==> src/rtl/fifo_arb_pkg.sv <==
// fifo_arb_pkg: shared state type and index-width helper for the FIFO write arbiter
package fifo_arb_pkg;
  typedef enum logic {IDLE, BURST} arb_state_t;
  function automatic int idx_w(input int n);
    return (n > 1) ? $clog2(n) : 1;
  endfunction
endpackage

==> src/rtl/rr_picker.sv <==
// rr_picker: combinational round-robin pick, scanning upward from the slot after last_owner
module rr_picker
  import fifo_arb_pkg::*;
#(
  parameter int NUM_REQ = 4,
  localparam int IW = idx_w(NUM_REQ)
) (
  input  logic [NUM_REQ-1:0] req,
  input  logic [IW-1:0]      last_owner,
  output logic [NUM_REQ-1:0] grant,
  output logic [IW-1:0]      idx,
  output logic               any_req
);
  logic found;
  logic [IW-1:0] k;
  always_comb begin
    grant = '0;
    idx = '0;
    found = 1'b0;
    k = '0;
    for (int i = 1; i <= NUM_REQ; i++) begin
      k = IW'((int'(last_owner) + i) % NUM_REQ);
      if (!found && req[k]) begin
        found = 1'b1;
        grant[k] = 1'b1;
        idx = k;
      end
    end
  end
  assign any_req = |req;
endmodule

==> src/rtl/fifo_write_arbiter.sv <==
// fifo_write_arbiter: round-robin burst arbiter sharing one FIFO write port among NUM_REQ producers
module fifo_write_arbiter
  import fifo_arb_pkg::*;
#(
  parameter int NUM_REQ = 4,
  parameter int DATA_WIDTH = 16,
  parameter int MAX_BURST = 8,
  localparam int IW = idx_w(NUM_REQ),
  localparam int BW = $clog2(MAX_BURST + 1)
) (
  input  logic                          clk_i,
  input  logic                          rst_i,
  input  logic [NUM_REQ-1:0]            req_i,
  input  logic [NUM_REQ*DATA_WIDTH-1:0] data_i,
  input  logic [NUM_REQ-1:0]            last_i,
  output logic [NUM_REQ-1:0]            ack_o,
  input  logic                          full_i,
  output logic                          we_o,
  output logic [DATA_WIDTH-1:0]         data_o,
  output logic [NUM_REQ-1:0]            grant_o,
  output logic [IW-1:0]                 src_id_o,
  output logic                          busy_o
);
  arb_state_t state, state_nxt;
  logic [NUM_REQ-1:0] grant_nxt, pick_grant;
  logic [IW-1:0] src_nxt, last_owner, last_owner_nxt, pick_idx;
  logic [BW-1:0] beat_cnt, beat_nxt;
  logic [DATA_WIDTH-1:0] words [NUM_REQ];
  logic any_req, in_burst, owner_req, burst_end;

  for (genvar g = 0; g < NUM_REQ; g++) begin : g_words
    assign words[g] = data_i[g*DATA_WIDTH +: DATA_WIDTH];
  end

  rr_picker #(.NUM_REQ(NUM_REQ)) u_pick (
    .req       (req_i),
    .last_owner(last_owner),
    .grant     (pick_grant),
    .idx       (pick_idx),
    .any_req   (any_req)
  );

  assign in_burst = state == BURST;
  assign owner_req = req_i[src_id_o];
  assign we_o = in_burst & owner_req & ~full_i & ~rst_i;
  assign ack_o = we_o ? grant_o : '0;
  assign data_o = we_o ? words[src_id_o] : '0;
  assign busy_o = in_burst;
  // beat_cnt counts writes already done, so the write taking it to MAX_BURST is seen at MAX_BURST-1
  assign burst_end = in_burst & (~owner_req | (we_o & (last_i[src_id_o] | beat_cnt == BW'(MAX_BURST - 1))));

  always_comb begin
    state_nxt = state;
    grant_nxt = grant_o;
    src_nxt = src_id_o;
    last_owner_nxt = last_owner;
    beat_nxt = beat_cnt;
    if (!in_burst && any_req) begin
      state_nxt = BURST;
      grant_nxt = pick_grant;
      src_nxt = pick_idx;
      beat_nxt = '0;
    end else if (burst_end) begin
      state_nxt = IDLE;
      grant_nxt = '0;
      src_nxt = '0;
      last_owner_nxt = src_id_o;
      beat_nxt = '0;
    end else if (we_o) begin
      beat_nxt = beat_cnt + BW'(1);
    end
  end

  always_ff @(posedge clk_i) begin
    if (rst_i) begin
      state <= IDLE;
      grant_o <= '0;
      src_id_o <= '0;
      last_owner <= IW'(NUM_REQ - 1);
      beat_cnt <= '0;
    end else begin
      state <= state_nxt;
      grant_o <= grant_nxt;
      src_id_o <= src_nxt;
      last_owner <= last_owner_nxt;
      beat_cnt <= beat_nxt;
    end
  end
endmodule
==> config.mk <==
export PLATFORM = sky130hd
export DESIGN_NAME = fifo_write_arbiter
export DESIGN_NICKNAME = d
export VERILOG_FILES = /design/src/rtl/fifo_arb_pkg.sv /design/src/rtl/rr_picker.sv /design/src/rtl/fifo_write_arbiter.sv
export SDC_FILE = /design/constraint.sdc
export NUM_CORES = 1
export LEC_CHECK = 0
export CORE_UTILIZATION = 28
export CTS_BUF_LIST = sky130_fd_sc_hd__clkbuf_8
export CTS_CLUSTER_DIAMETER = 150
export DETAILED_ROUTE_END_ITERATION = 10
export PLACE_DENSITY = 0.71
export SYNTH_ARGS = -nofsm -noshare
export SYNTH_HDL_FRONTEND = slang
export SYNTH_SLANG_ARGS = --single-unit
==> constraint.sdc <==
create_clock -name clk_i -period 2.5 [get_ports clk_i]
set_input_delay 0.375 -clock clk_i [delete_from_list [all_inputs] [get_ports clk_i]]
set_output_delay 0.375 -clock clk_i [all_outputs]
set_load 0.01 [all_outputs]
Word-level counts from Yosys, hierarchy flattened
Index checks and enable logic that the tools add are counted.
Storage, ports and cells
  register bits: 13
  bits in latches: 0
  memory bits (writable): 0
  memory bits (read-only): 0
  input port bits: 75
  output and inout bits: 28
  word-level logic and storage cells: 94
  memories kept: 0
Operators by class
  $add $sub $neg: 5
  multipliers: 0
  divide/modulo/power cells: 0
  $lt $le $gt $ge: 10
  equal/unequal tests: 1
  shift operators: 0
  mux-type cells: 42
  bitwise gates (word level): 15
  reduce and logical (&&, ||, !) cells: 16
Operators with widths (number)
  16-bit 2-to-1 mux: 3
  16-bit binary-select mux with 2-bit select: 1
  4-bit 2-to-1 mux: 7
  2-bit by 3-bit less-than comparator with 1-bit output (second input constant): 5
  1-bit 2-to-1 mux: 15
  1-bit binary-select mux with 2-bit select: 6
  2-bit 2-to-1 mux: 6
  4-bit OR: 3
  1-bit demux with 2-bit select: 4
  2-bit by 1-bit >= comparator with 1-bit output (second input constant): 4
  1-bit logical AND: 8
  1-bit bitwise AND: 5
  2-bit by 1-bit adder with 2-bit output (second input constant): 2
  2-bit adder (second input constant): 2
  4-bit by 1-bit adder with 4-bit output (second input constant): 1
  4-bit by 3-bit equality test with 1-bit output (second input constant): 1
  1-bit logical NOT: 4
  1-bit NOT: 4
  4-bit OR reduction: 1
  3-bit >= comparator (second input constant): 1
  2-bit NOT with 3-bit output: 1
  3-bit OR reduction: 1
  1-bit OR: 2
  2-bit AND reduction: 1
  2-bit nonzero test: 1

Depth between registers and ports, before layout
Gate-level depths: netlist (run 1).
  depth after elaboration: 14
  gate-level depth with buffers: 9
  gate-level depth less buffers: 7

Modules after synthesis
Synthesis (run 1) repeated with hierarchy kept, for this count alone.
Second synthesis, totals
  cell total of the unflattened synthesis: 168
  area, all modules: 1666.6 um2
By module, submodules not included
  fifo_write_arbiter: times used 1, cells each 98, area each 1126.1 um2, seq. area each 260.2 um2
  rr_picker: times used 1, cells each 70, area each 540.5 um2, seq. area each 0.0 um2

Worst setup path before layout (run 1)
No wires, ideal clock.
  path kind: register to register
  start point: register last_owner[0]
  end point: register grant_o[1]
  setup time: 0.122 ns
  arrival time: 2.420 ns
  required time: 2.378 ns
  path slack: -0.042 ns
  cell stages (with the launch flop): 10
  buffers on the path: 2
  period minus slack after synthesis: 2.542 ns
  cell sequence: dfxtp_1 > buf_2 > inv_1 > ha_1 > clkbuf_1 > mux4_2 > nor2b_1 > a221oi_1 > nor2_1 > a221o_1
On the way
  cells in the longest elaborated chain, start to end: 14
  elaborated cells on any way between the ends: 49
  classes of those cells: 4 x add/sub; 8 x order compare; 24 x mux; 3 x bitwise; 10 x reduce/logical
RTL lines
  start, declared: line fifo_write_arbiter.sv:26  | logic [IW-1:0] src_nxt, last_owner, last_owner_nxt, pick_idx;
  start signal, assigned: line fifo_write_arbiter.sv:79  | last_owner <= IW'(NUM_REQ - 1);
  start signal, assigned: line fifo_write_arbiter.sv:85  | last_owner <= last_owner_nxt;
  branches (longest 12 deep; another with 2-bit by 3-bit less-than comparator with 1-bit output)
  4-bit 2-to-1 mux (*): line rr_picker.sv:23  | if (!found && req[k]) begin
  4-bit 2-to-1 mux (*): line fifo_write_arbiter.sv:58  | if (!in_burst && any_req) begin
  end signal, assigned: line fifo_write_arbiter.sv:83  | grant_o <= grant_nxt;
  end, declared: line fifo_write_arbiter.sv:20  | output logic [NUM_REQ-1:0] grant_o,
Mark *: on every way between the ends. The select of a mux whose other input is x is not followed.
A chain may end at the register's enable or synchronous reset.

Final worst setup path (run 1)
  start point: input req_i[3]
  end point: output data_o[6]
On the way
  cells in the longest elaborated chain, start to end: 6
RTL lines
  start, declared: line fifo_write_arbiter.sv:13  | input logic [NUM_REQ-1:0] req_i,
  1-bit binary-select mux with 2-bit select: line fifo_write_arbiter.sv:44  | assign owner_req = req_i[src_id_o];
  1-bit 2-to-1 mux (not written as such): line fifo_write_arbiter.sv:44
  1-bit bitwise AND (3 in a row): line fifo_write_arbiter.sv:45  | assign we_o = in_burst & owner_req & ~full_i & ~rst_i;
  16-bit 2-to-1 mux: line fifo_write_arbiter.sv:47  | assign data_o = we_o ? words[src_id_o] : '0;
  end, declared: line fifo_write_arbiter.sv:19  | output logic [DATA_WIDTH-1:0] data_o,
No other way between the ends. The select of a mux whose other input is x is not followed.

==> impl_metrics.env, run 1 <==
export IMPL_cts_buffers=3
export IMPL_drt_wl_total_mm=5.22
export IMPL_netlist_instances=144
export IMPL_hp_start="beat_cnt[3]$_SDFFE_PP0P_"
export IMPL_final_area_um2=2840
export IMPL_synth_xor_area_share_pct=1.69
export IMPL_nNetsFinal=341
export IMPL_dr_wl_met3_um=357
export IMPL_wl_met2_mm=2.57
export IMPL_rows=26
export IMPL_synthAdderAreaFrac_pct=7.24
export IMPL_synth_top_cell_area_share_pct=21.7
export IMPL_setup_worst_path_end_class="output port"
export IMPL_tightest_slew_ps=549
export IMPL_postCtsHoldBufs=0
export IMPL_io_pins=103
export IMPL_power_share_clock_pct=11.5
export IMPL_max_slew_margin_pct=63.0
export IMPL_overflow=0
export IMPL_period_share_pct=93.5
export IMPL_syn_num_nets=228
export IMPL_core_area_um2=5240
export IMPL_die_width_um=76.5
export IMPL_hold_viol=0
export IMPL_place_congestion=0.845
export IMPL_power_leakage_nw=1.38
export IMPL_synth_ff_type="dfxtp_1"
export IMPL_seq_power_share_pct=18.8
export IMPL_timing_hold_worst_path_depth=2
export IMPL_powerDensity_nw_per_um2=554
export IMPL_comb_power_share_pct=69.7
export IMPL_vias=1719
export IMPL_grt_first_pass_wirelength_mm=8.25
export IMPL_track_usage_pct=17.4
export IMPL_ys_seq_area_share_pct=16.7
export IMPL_synth_seq_cells=13
export IMPL_final_cell_mix="clkdlybuf4s50_1 (81), and3_1 (20), mux4_2 (15), buf_4 (15), nor2_1 (14)"
export IMPL_status="finished clean"
export IMPL_placed_cell_area_um2=2780
export IMPL_die_area_um2=5860
export IMPL_switching_power_mw=0.584
export IMPL_syn2layout_area_growth_pct=82.8
export IMPL_syn_area_per_cell_um2=10.8
export IMPL_cts_root_buf="clkbuf_8"
export IMPL_power_mw=1.58
export IMPL_cap_viol_max_count=0
export IMPL_grt_max_degree=24
export IMPL_yosysWarnings=0
export IMPL_antenna_left=0
export IMPL_yosys_area_share_simple_pct=18.5
export IMPL_clk_pin_slew_ps=50
export IMPL_firstDrtPassIters=6
export IMPL_reg2reg_to="grant_o[2]$_SDFFE_PP0P_"
export IMPL_slew_violations=0
export IMPL_cts_buffer_depth=2
export IMPL_mostFrequentLayoutCell="clkdlybuf4s50_1"
export IMPL_whs_endpoint="beat_cnt[3]$_SDFFE_PP0P_"
export IMPL_cts_tree="built"
export IMPL_yosysTopAreaCell="mux4_2"
export IMPL_peakVddDrop_mv=0.295
export IMPL_dpl_hpwl_mm=4.16
export IMPL_wl_met1_mm=2.27
export IMPL_top_layer="met4"
export IMPL_drive_above_1_share_pct=17.2
export IMPL_p_int_mw=0.992
export IMPL_routed_via_density=5.27
export IMPL_rsz0062_at_grt="no"
export IMPL_max_freq_ghz=0.428
export IMPL_setup_viol=0
export IMPL_synth_distinct_cells=36
export IMPL_clock_sinks=13
export IMPL_post_cts_buffers=0
export IMPL_timing_final_crit_period_ps=2340
export IMPL_insertion_delay_ps=240
export IMPL_finClkSkew_ps=5.50
export IMPL_start_util_pct=29.7
export IMPL_cp_start_kind="primary input"
export IMPL_drt_iter0_drc=75
export IMPL_reg2reg_depth=7
export IMPL_ys_async_sr_fraction_pct=0
export IMPL_netlist_area_um2=1560
export IMPL_cp_arrival_ps=1960
export IMPL_synth_compound_area_share_pct=14.0
export IMPL_synth_top_family_by_area="multiplexers"
export IMPL_die_height_um=76.5
export IMPL_reg2reg_slack_ps=410
export IMPL_synth_mux_area_share_pct=37.5
export IMPL_swShare_pct=37.0
export IMPL_htree_levels=1
export IMPL_antenna_cells=0
export IMPL_wl_per_cell_um=16.0
export IMPL_port_buffers=102
export IMPL_grt_antenna_before_repair=0
export IMPL_synth_edf_count=0
export IMPL_drc_errors=0
export IMPL_min_path_type="reg -> reg"
export IMPL_r2r_start="last_owner[0]$_SDFFE_PP1P_"
export IMPL_synthTopCellsByArea="mux4_2 (22%), dfxtp_1 (17%), mux4_1 (12%)"
export IMPL_worstPathMaxFanout=22
export IMPL_crit_type="in -> out"
export IMPL_grt_pass1_vias=1606
export IMPL_required_ps=2120
[layout make-up]
class	instances	area, um2
Clock inverter	1	5.00
Inverter	3	11.3
Fill cell	458	2390
Sequential cell	13	262
Timing Repair Buffer	120	1210
Clock buffer	3	41.3
Tap cell	70	87.6
Multi-Input combinational cell	116	1230
[critical path: stages]
cell	delay [ps]
clkdlybuf4s50_1	410
mux4_2	520
buf_12	170
and3_1	190
dlygate4sd2_1	290
[through the flow]
stage	utilization [%]	setup TNS, ps	hold WS [ps]	setup WS (ps)	instances
after floorplan	-	0	470	73.0	144
after global placement	53.1	-73.2	488	-19.2	322
after detailed placement	53.1	-99.5	497	-21.3	322
after CTS	53.8	0	512	0.804	326
after global routing	54.3	0	557	114	326
final	54.3	0	506	163	326
[sequential cells by signal (all words and copies together) (netlist names)]
name        count
grant_o         4
busy_o          1
last_owner      2
beat_cnt        4
src_id_o        2
[power by group through the flow]
stage / sequential (mW) / clock [mW] / combinational, mW
floorplan: 0.312 / 0 / 0.635
global placement: 0.301 / 0 / 1.10
detailed placement: 0.300 / 0 / 1.11
CTS: 0.297 / 0.187 / 1.11
global route: 0.302 / 0.199 / 1.19
finish: 0.297 / 0.181 / 1.10
[worst max-delay path by stage]
stage                                           from  slack (ps)                       to
after floorplan           last_owner[0]$_SDFFE_PP1P_          70  grant_o[1]$_SDFFE_PP0P_
after detailed placement                    req_i[3]         -20                data_o[5]
final                                       req_i[3]         160                data_o[6]
after CTS                                   req_i[3]         0.8                data_o[0]
after global placement                      req_i[3]         -20                data_o[5]
after global routing                        req_i[0]         110                data_o[6]
[layer usage]
metal  up-vias  GRT usage [%]
li1        814              -
met3         2           2.63
met2        88           30.5
met5         -              0
met1       815           22.3
met4         0           4.04
[cell families after synthesis]
kind of cell,Yosys count
simple gates,49
mux,28
buf+inv,15
xor+xnor,3
compound gates,27
fa+ha+maj,9
flops,13
[synthesized netlist by cell type (2+ instances only)]
| cell | n |
|---|---|
| inv_1 | 3 |
| nor2b_1 | 2 |
| a211o_1 | 2 |
| dfxtp_1 | 13 |
| nor2_1 | 14 |
| a221o_1 | 6 |
| and3_1 | 20 |
| clkbuf_1 | 8 |
| a21oi_1 | 3 |
| nand2_1 | 2 |
| o21ai_0 | 6 |
| mux4_2 | 15 |
| a221oi_1 | 4 |
| xor2_1 | 2 |
| o31ai_1 | 2 |
| mux4_1 | 7 |
| ha_1 | 9 |
| buf_2 | 3 |
| mux2i_1 | 5 |
| nor3_1 | 2 |
[repair_timing]
action,in CTS,in global routing
endpoints found under the setup margin,15,11
cloned,0,0
resized for setup,11,11
Power figures use the tool's default switching activity.
==> inputs of run 2 (changes only) <==
--- a/config.mk
+++ b/config.mk
@@ -5,11 +5,12 @@
 export SDC_FILE = /design/constraint.sdc
 export NUM_CORES = 1
 export LEC_CHECK = 0
-export CORE_UTILIZATION = 28
+export CORE_UTILIZATION = 34
 export CTS_BUF_LIST = sky130_fd_sc_hd__clkbuf_8
 export CTS_CLUSTER_DIAMETER = 150
 export DETAILED_ROUTE_END_ITERATION = 10
-export PLACE_DENSITY = 0.71
+export PLACE_DENSITY = 0.83
 export SYNTH_ARGS = -nofsm -noshare
 export SYNTH_HDL_FRONTEND = slang
 export SYNTH_SLANG_ARGS = --single-unit
+export TNS_END_PERCENT = 100
==> impl_metrics.env, run 2 (synthesis results as in run 1) <==
export IMPL_status="finished clean"
export IMPL_vias=1697
export IMPL_finClkSkew_ps=4.67
export IMPL_seq_power_share_pct=19.2
export IMPL_setup_worst_path_end_class="output port"
export IMPL_routed_via_density=5.49
export IMPL_port_buffers=102
export IMPL_start_util_pct=35.5
export IMPL_insertion_delay_ps=250
export IMPL_grt_max_degree=23
export IMPL_power_mw=1.55
export IMPL_power_share_clock_pct=11.9
export IMPL_slew_violations=0
export IMPL_grt_antenna_before_repair=0
export IMPL_overflow=0
export IMPL_htree_levels=1
export IMPL_place_congestion=0.857
export IMPL_tightest_slew_ps=509
export IMPL_max_slew_margin_pct=65.8
export IMPL_min_path_type="reg -> reg"
export IMPL_comb_power_share_pct=68.9
export IMPL_cts_tree="built"
export IMPL_cp_arrival_ps=1930
export IMPL_antenna_left=0
export IMPL_final_cell_mix="clkdlybuf4s50_1 (80), and3_1 (20), buf_4 (18)"
export IMPL_whs_ps=523
export IMPL_reg2reg_depth=7
export IMPL_rows=24
export IMPL_biggestRegsByFlops="beat_cnt: 4 flops, grant_o: 4 flops"
export IMPL_cp_start_kind="primary input"
export IMPL_p_int_mw=0.972
export IMPL_reg2reg_to="grant_o[2]$_SDFFE_PP0P_"
export IMPL_track_usage_pct=21.3
export IMPL_die_width_um=69.6
export IMPL_clock_sinks=13
export IMPL_cts_root_buf="clkbuf_8"
export IMPL_die_height_um=69.6
export IMPL_setup_viol=0
export IMPL_grt_first_pass_wirelength_mm=8.27
export IMPL_cap_viol_max_count=0
export IMPL_cpPeakStageDelay_ps=510
export IMPL_drt_iter0_drc=79
export IMPL_critPathBufInv=3
export IMPL_die_area_um2=4850
export IMPL_cp_cell_sequence="clkdlybuf4s50_1, mux4_2, buf_12, and3_1, dlygate4sd2_1"
export IMPL_crit_type="in -> out"
export IMPL_powerDensity_nw_per_um2=556
export IMPL_rsz0062_at_grt="no"
export IMPL_clk_pin_slew_ps=50
export IMPL_antenna_cells=0
export IMPL_max_freq_ghz=0.433
export IMPL_dpl_hpwl_mm=4.18
export IMPL_crit_end="data_o[5]"
export IMPL_period_share_pct=92.3
export IMPL_required_ps=2120
export IMPL_startpoint="req_i[3]"
export IMPL_mostFrequentLayoutCell="clkdlybuf4s50_1"
export IMPL_io_pins=103
export IMPL_r2r_start="last_owner[0]$_SDFFE_PP1P_"
export IMPL_drive_above_1_share_pct=17.1
export IMPL_power_leakage_nw=1.32
export IMPL_firstDrtPassIters=4
export IMPL_drc_errors=0
export IMPL_peakVddDrop_mv=0.301
export IMPL_core_area_um2=4380
export IMPL_swShare_pct=37.2
export IMPL_cts_buffers=3
export IMPL_hold_viol=0
export IMPL_reg2reg_slack_ps=370
export IMPL_syn2layout_area_growth_pct=78.8
export IMPL_crit_slowest_cell="mux4_2"
export IMPL_worstPathMaxFanout=22
export IMPL_nNetsFinal=342
export IMPL_wl_per_cell_um=16.3
export IMPL_drt_wl_total_mm=5.04
export IMPL_cp_depth=5
export IMPL_post_cts_buffers=0
export IMPL_grt_pass1_vias=1685
export IMPL_timing_final_crit_period_ps=2310
export IMPL_switching_power_mw=0.575
export IMPL_cts_buffer_depth=2
export IMPL_cp_top_family="buffers and inverters"
run 2: cell types whose count changed in the layout (fill, tap and decap cells not counted):
cell | previous run | this run
clkinv_2 | 1 | 0
buf_12 | 3 | 1
clkdlybuf4s50_1 | 81 | 80
dlymetal6s2s_1 | 11 | 6
inv_1 | 3 | 4
dlygate4sd2_1 | 10 | 16
buf_4 | 15 | 18
run 2: worst min path at each step:
stage | startpoint | to | slack, ps | cells past startpoint
after floorplan | beat_cnt[3]$_SDFFE_PP0P_ | beat_cnt[3]$_SDFFE_PP0P_ | 470 | 2
after global placement | beat_cnt[3]$_SDFFE_PP0P_ | beat_cnt[3]$_SDFFE_PP0P_ | 480 | 2
after detailed placement | grant_o[0]$_SDFFE_PP0P_ | grant_o[0]$_SDFFE_PP0P_ | 510 | 1
after CTS | grant_o[0]$_SDFFE_PP0P_ | grant_o[0]$_SDFFE_PP0P_ | 520 | 1
after global routing | grant_o[3]$_SDFFE_PP0P_ | grant_o[3]$_SDFFE_PP0P_ | 550 | 1
final | grant_o[3]$_SDFFE_PP0P_ | grant_o[3]$_SDFFE_PP0P_ | 520 | 1
run 2: per-stage QoR:
step / utilization, % / TNS, ps / worst slack (ps) / cell area, um2 / std cells
6_report: 63.4 / 0 / 192 / 2780 / 309
5_1_grt: 63.4 / 0 / 122 / 2780 / 309
4_1_cts: 63.1 / 0 / 3.87 / 2770 / 309
3_5_place_dp: 62.5 / -1060 / -72.9 / 2740 / 305
3_3_place_gp: 62.5 / -654 / -50.4 / 2740 / 305
2_1_floorplan: - / 0 / 73.0 / 1560 / 144
run 2: power by group through the flow:
stage / Sequential [mW] / Combinational, mW / Clock, mW
2_1_floorplan: 0.312 / 0.635 / 0
3_3_place_gp: 0.297 / 1.07 / 0
3_5_place_dp: 0.299 / 1.08 / 0
4_1_cts: 0.296 / 1.07 / 0.188
5_1_grt: 0.303 / 1.16 / 0.198
6_report: 0.296 / 1.07 / 0.184
run 2: cell type report:
cell class,count,area [um2]
Fill cell,372,1600
Multi-Input combinational cell,116,1230
Timing Repair Buffer,121,1170
Sequential cell,13,262
Tap cell,52,65.1
Clock buffer,3,41.3
Inverter,3,11.3
Clock inverter,1,3.75
run 2: routing by layer:
| metal | vias up | wire length, um | track usage (%) |
|---|---|---|---|
| met5 | - | 0 | 0 |
| met4 | 0 | 153 | 9.11 |
| met3 | 14 | 393 | 4.07 |
| met2 | 76 | 2440 | 35.8 |
| met1 | 795 | 2060 | 26.6 |
| li1 | 812 | - | - |
run 2: what timing repair did:
item,4_1_cts,5_1_grt
gates resized for setup,17,6
hold buffers,0,0
endpoints found under the hold margin,0,0
endpoints found under the setup margin,21,6
==> inputs of run 3 (changes only) <==
--- a/config.mk
+++ b/config.mk
@@ -5,11 +5,13 @@
 export SDC_FILE = /design/constraint.sdc
 export NUM_CORES = 1
 export LEC_CHECK = 0
-export CORE_UTILIZATION = 34
+export CELL_PAD_IN_SITES_DETAIL_PLACEMENT = 1
+export CELL_PAD_IN_SITES_GLOBAL_PLACEMENT = 1
+export CORE_UTILIZATION = 27
 export CTS_BUF_LIST = sky130_fd_sc_hd__clkbuf_8
 export CTS_CLUSTER_DIAMETER = 150
 export DETAILED_ROUTE_END_ITERATION = 10
-export PLACE_DENSITY = 0.83
+export PLACE_DENSITY = 0.87
 export SYNTH_ARGS = -nofsm -noshare
 export SYNTH_HDL_FRONTEND = slang
 export SYNTH_SLANG_ARGS = --single-unit
==> constraint.sdc (replaced) <==
create_clock -name clk_i -period 2.43 [get_ports clk_i]
set_input_delay 0.3645 -clock clk_i [delete_from_list [all_inputs] [get_ports clk_i]]
set_output_delay 0.3645 -clock clk_i [all_outputs]
set_load 0.01 [all_outputs]
==> impl_metrics.env, run 3 (synthesis results as in run 1) <==
export IMPL_track_usage_pct=19.3
export IMPL_die_height_um=77.9
export IMPL_cp_cell_sequence="clkdlybuf4s50_1, mux4_2, buf_12, and3_1, dlygate4sd2_1"
export IMPL_drive_above_1_share_pct=18.1
export IMPL_timing_hold_worst_path_depth=1
export IMPL_firstDrtPassIters=4
export IMPL_setup_ws_ps=106
export IMPL_period_share_pct=95.6
export IMPL_place_congestion=0.779
export IMPL_max_slew_margin_pct=67.4
export IMPL_routed_via_density=5.19
export IMPL_mostFrequentLayoutCell="clkdlybuf4s50_1"
export IMPL_power_leakage_nw=1.26
export IMPL_cts_root_buf="clkbuf_8"
export IMPL_hold_viol=0
export IMPL_biggestRegsByFlops="beat_cnt: 4 flops, grant_o: 4 flops"
export IMPL_wl_per_cell_um=17.6
export IMPL_cp_depth=5
export IMPL_die_area_um2=6070
export IMPL_antenna_cells=0
export IMPL_reg2reg_slack_ps=280
export IMPL_cpPeakStageDelay_ps=530
export IMPL_cp_start_kind="primary input"
export IMPL_cts_tree="built"
export IMPL_switching_power_mw=0.631
export IMPL_drt_wl_total_mm=5.86
export IMPL_hp_start="grant_o[2]$_SDFFE_PP0P_"
export IMPL_tns_ps=0
export IMPL_syn2layout_area_growth_pct=82.1
export IMPL_reg2reg_to="grant_o[3]$_SDFFE_PP0P_"
export IMPL_finClkSkew_ps=1.69
export IMPL_cp_top_family="buffers and inverters"
export IMPL_antenna_left=0
export IMPL_swShare_pct=37.9
export IMPL_post_cts_buffers=0
export IMPL_peakVddDrop_mv=0.311
export IMPL_required_ps=2070
export IMPL_seq_power_share_pct=18.8
export IMPL_slew_violations=0
export IMPL_fin_util_pct=51.1
export IMPL_cp_arrival_ps=1960
export IMPL_cap_viol_max_count=0
export IMPL_port_buffers=102
export IMPL_reg2reg_depth=8
export IMPL_overflow=0
export IMPL_min_path_type="reg -> reg"
export IMPL_place_ws_ps=-108
export IMPL_grt_antenna_before_repair=0
export IMPL_insertion_delay_ps=240
export IMPL_tightest_slew_ps=485
export IMPL_critPathBufInv=3
export IMPL_htree_levels=1
export IMPL_vias=1724
export IMPL_grt_pass1_vias=1879
export IMPL_rows=27
export IMPL_core_area_um2=5540
export IMPL_r2r_start="last_owner[0]$_SDFFE_PP1P_"
export IMPL_p_int_mw=1.04
export IMPL_worstPathMaxFanout=22
export IMPL_cts_buffers=3
export IMPL_rsz0062_at_grt="no"
export IMPL_clock_sinks=13
export IMPL_cts_buffer_depth=2
export IMPL_whs_endpoint="grant_o[2]$_SDFFE_PP0P_"
export IMPL_drc_errors=0
export IMPL_comb_power_share_pct=69.9
export IMPL_crit_type="in -> out"
export IMPL_crit_slowest_cell="mux4_2"
export IMPL_timing_final_crit_period_ps=2320
export IMPL_nNetsFinal=345
export IMPL_dpl_hpwl_mm=4.81
export IMPL_final_cell_mix="clkdlybuf4s50_1 (81), dlygate4sd2_1 (21), and3_1 (20)"
export IMPL_grt_max_degree=23
export IMPL_whs_ps=512
export IMPL_setup_worst_path_end_class="output port"
export IMPL_grt_first_pass_wirelength_mm=9.24
export IMPL_power_share_clock_pct=11.3
export IMPL_postCtsHoldBufs=0
export IMPL_clk_pin_slew_ps=50
export IMPL_powerDensity_nw_per_um2=589
export IMPL_max_freq_ghz=0.430
export IMPL_die_width_um=77.9
export IMPL_start_util_pct=28.1
export IMPL_io_pins=103
export IMPL_drt_iter0_drc=40
export IMPL_status="finished clean"
export IMPL_setup_viol=0
[run 3: per-stage QoR]
stage	instance area (um2)	total power, mW	instances
floorplan	1560	0.975	144
global route	2830	1.79	332
detailed placement	2810	1.50	328
CTS	2830	1.68	332
global placement	2810	1.46	328
finish	2830	1.67	332
[run 3: power groups by stage]
stage	Clock (mW)	Combinational, mW	Sequential (mW)
after floorplan	0	0.653	0.321
after global placement	0	1.15	0.317
after detailed placement	0	1.18	0.318
after CTS	0.194	1.18	0.314
after global routing	0.202	1.26	0.319
final	0.189	1.17	0.313
[run 3: area by class of cell]
class,instances,area [um2]
Sequential cell,13,262
Clock inverter,1,3.75
Tap cell,72,90.1
Clock buffer,3,41.3
Timing Repair Buffer,124,1200
Inverter,3,11.3
Fill cell,631,2710
Multi-Input combinational cell,116,1230
[run 3: worst max-delay path by stage]
stage	startpoint	endpoint	slack [ps]
2_1_floorplan	last_owner[0]$_SDFFE_PP1P_	grant_o[1]$_SDFFE_PP0P_	3
3_3_place_gp	req_i[3]	data_o[5]	-70
3_5_place_dp	req_i[3]	ack_o[3]	-110
4_1_cts	req_i[3]	ack_o[3]	90
5_1_grt	req_i[3]	ack_o[3]	40
6_report	req_i[3]	ack_o[3]	110
[run 3: timing repair]
| item | in CTS | in global routing |
|---|---|---|
| hold endpoints to repair | 0 | 0 |
| setup endpoints to repair | 21 | 0 |
| gates resized for setup | 22 | 0 |
[run 3: per-layer routing]
layer | global-route usage, % | routed length, um
met5 | 0 | 0
met4 | 3.89 | 38
met3 | 3.53 | 460
met2 | 37.9 | 3070
met1 | 21.4 | 2290
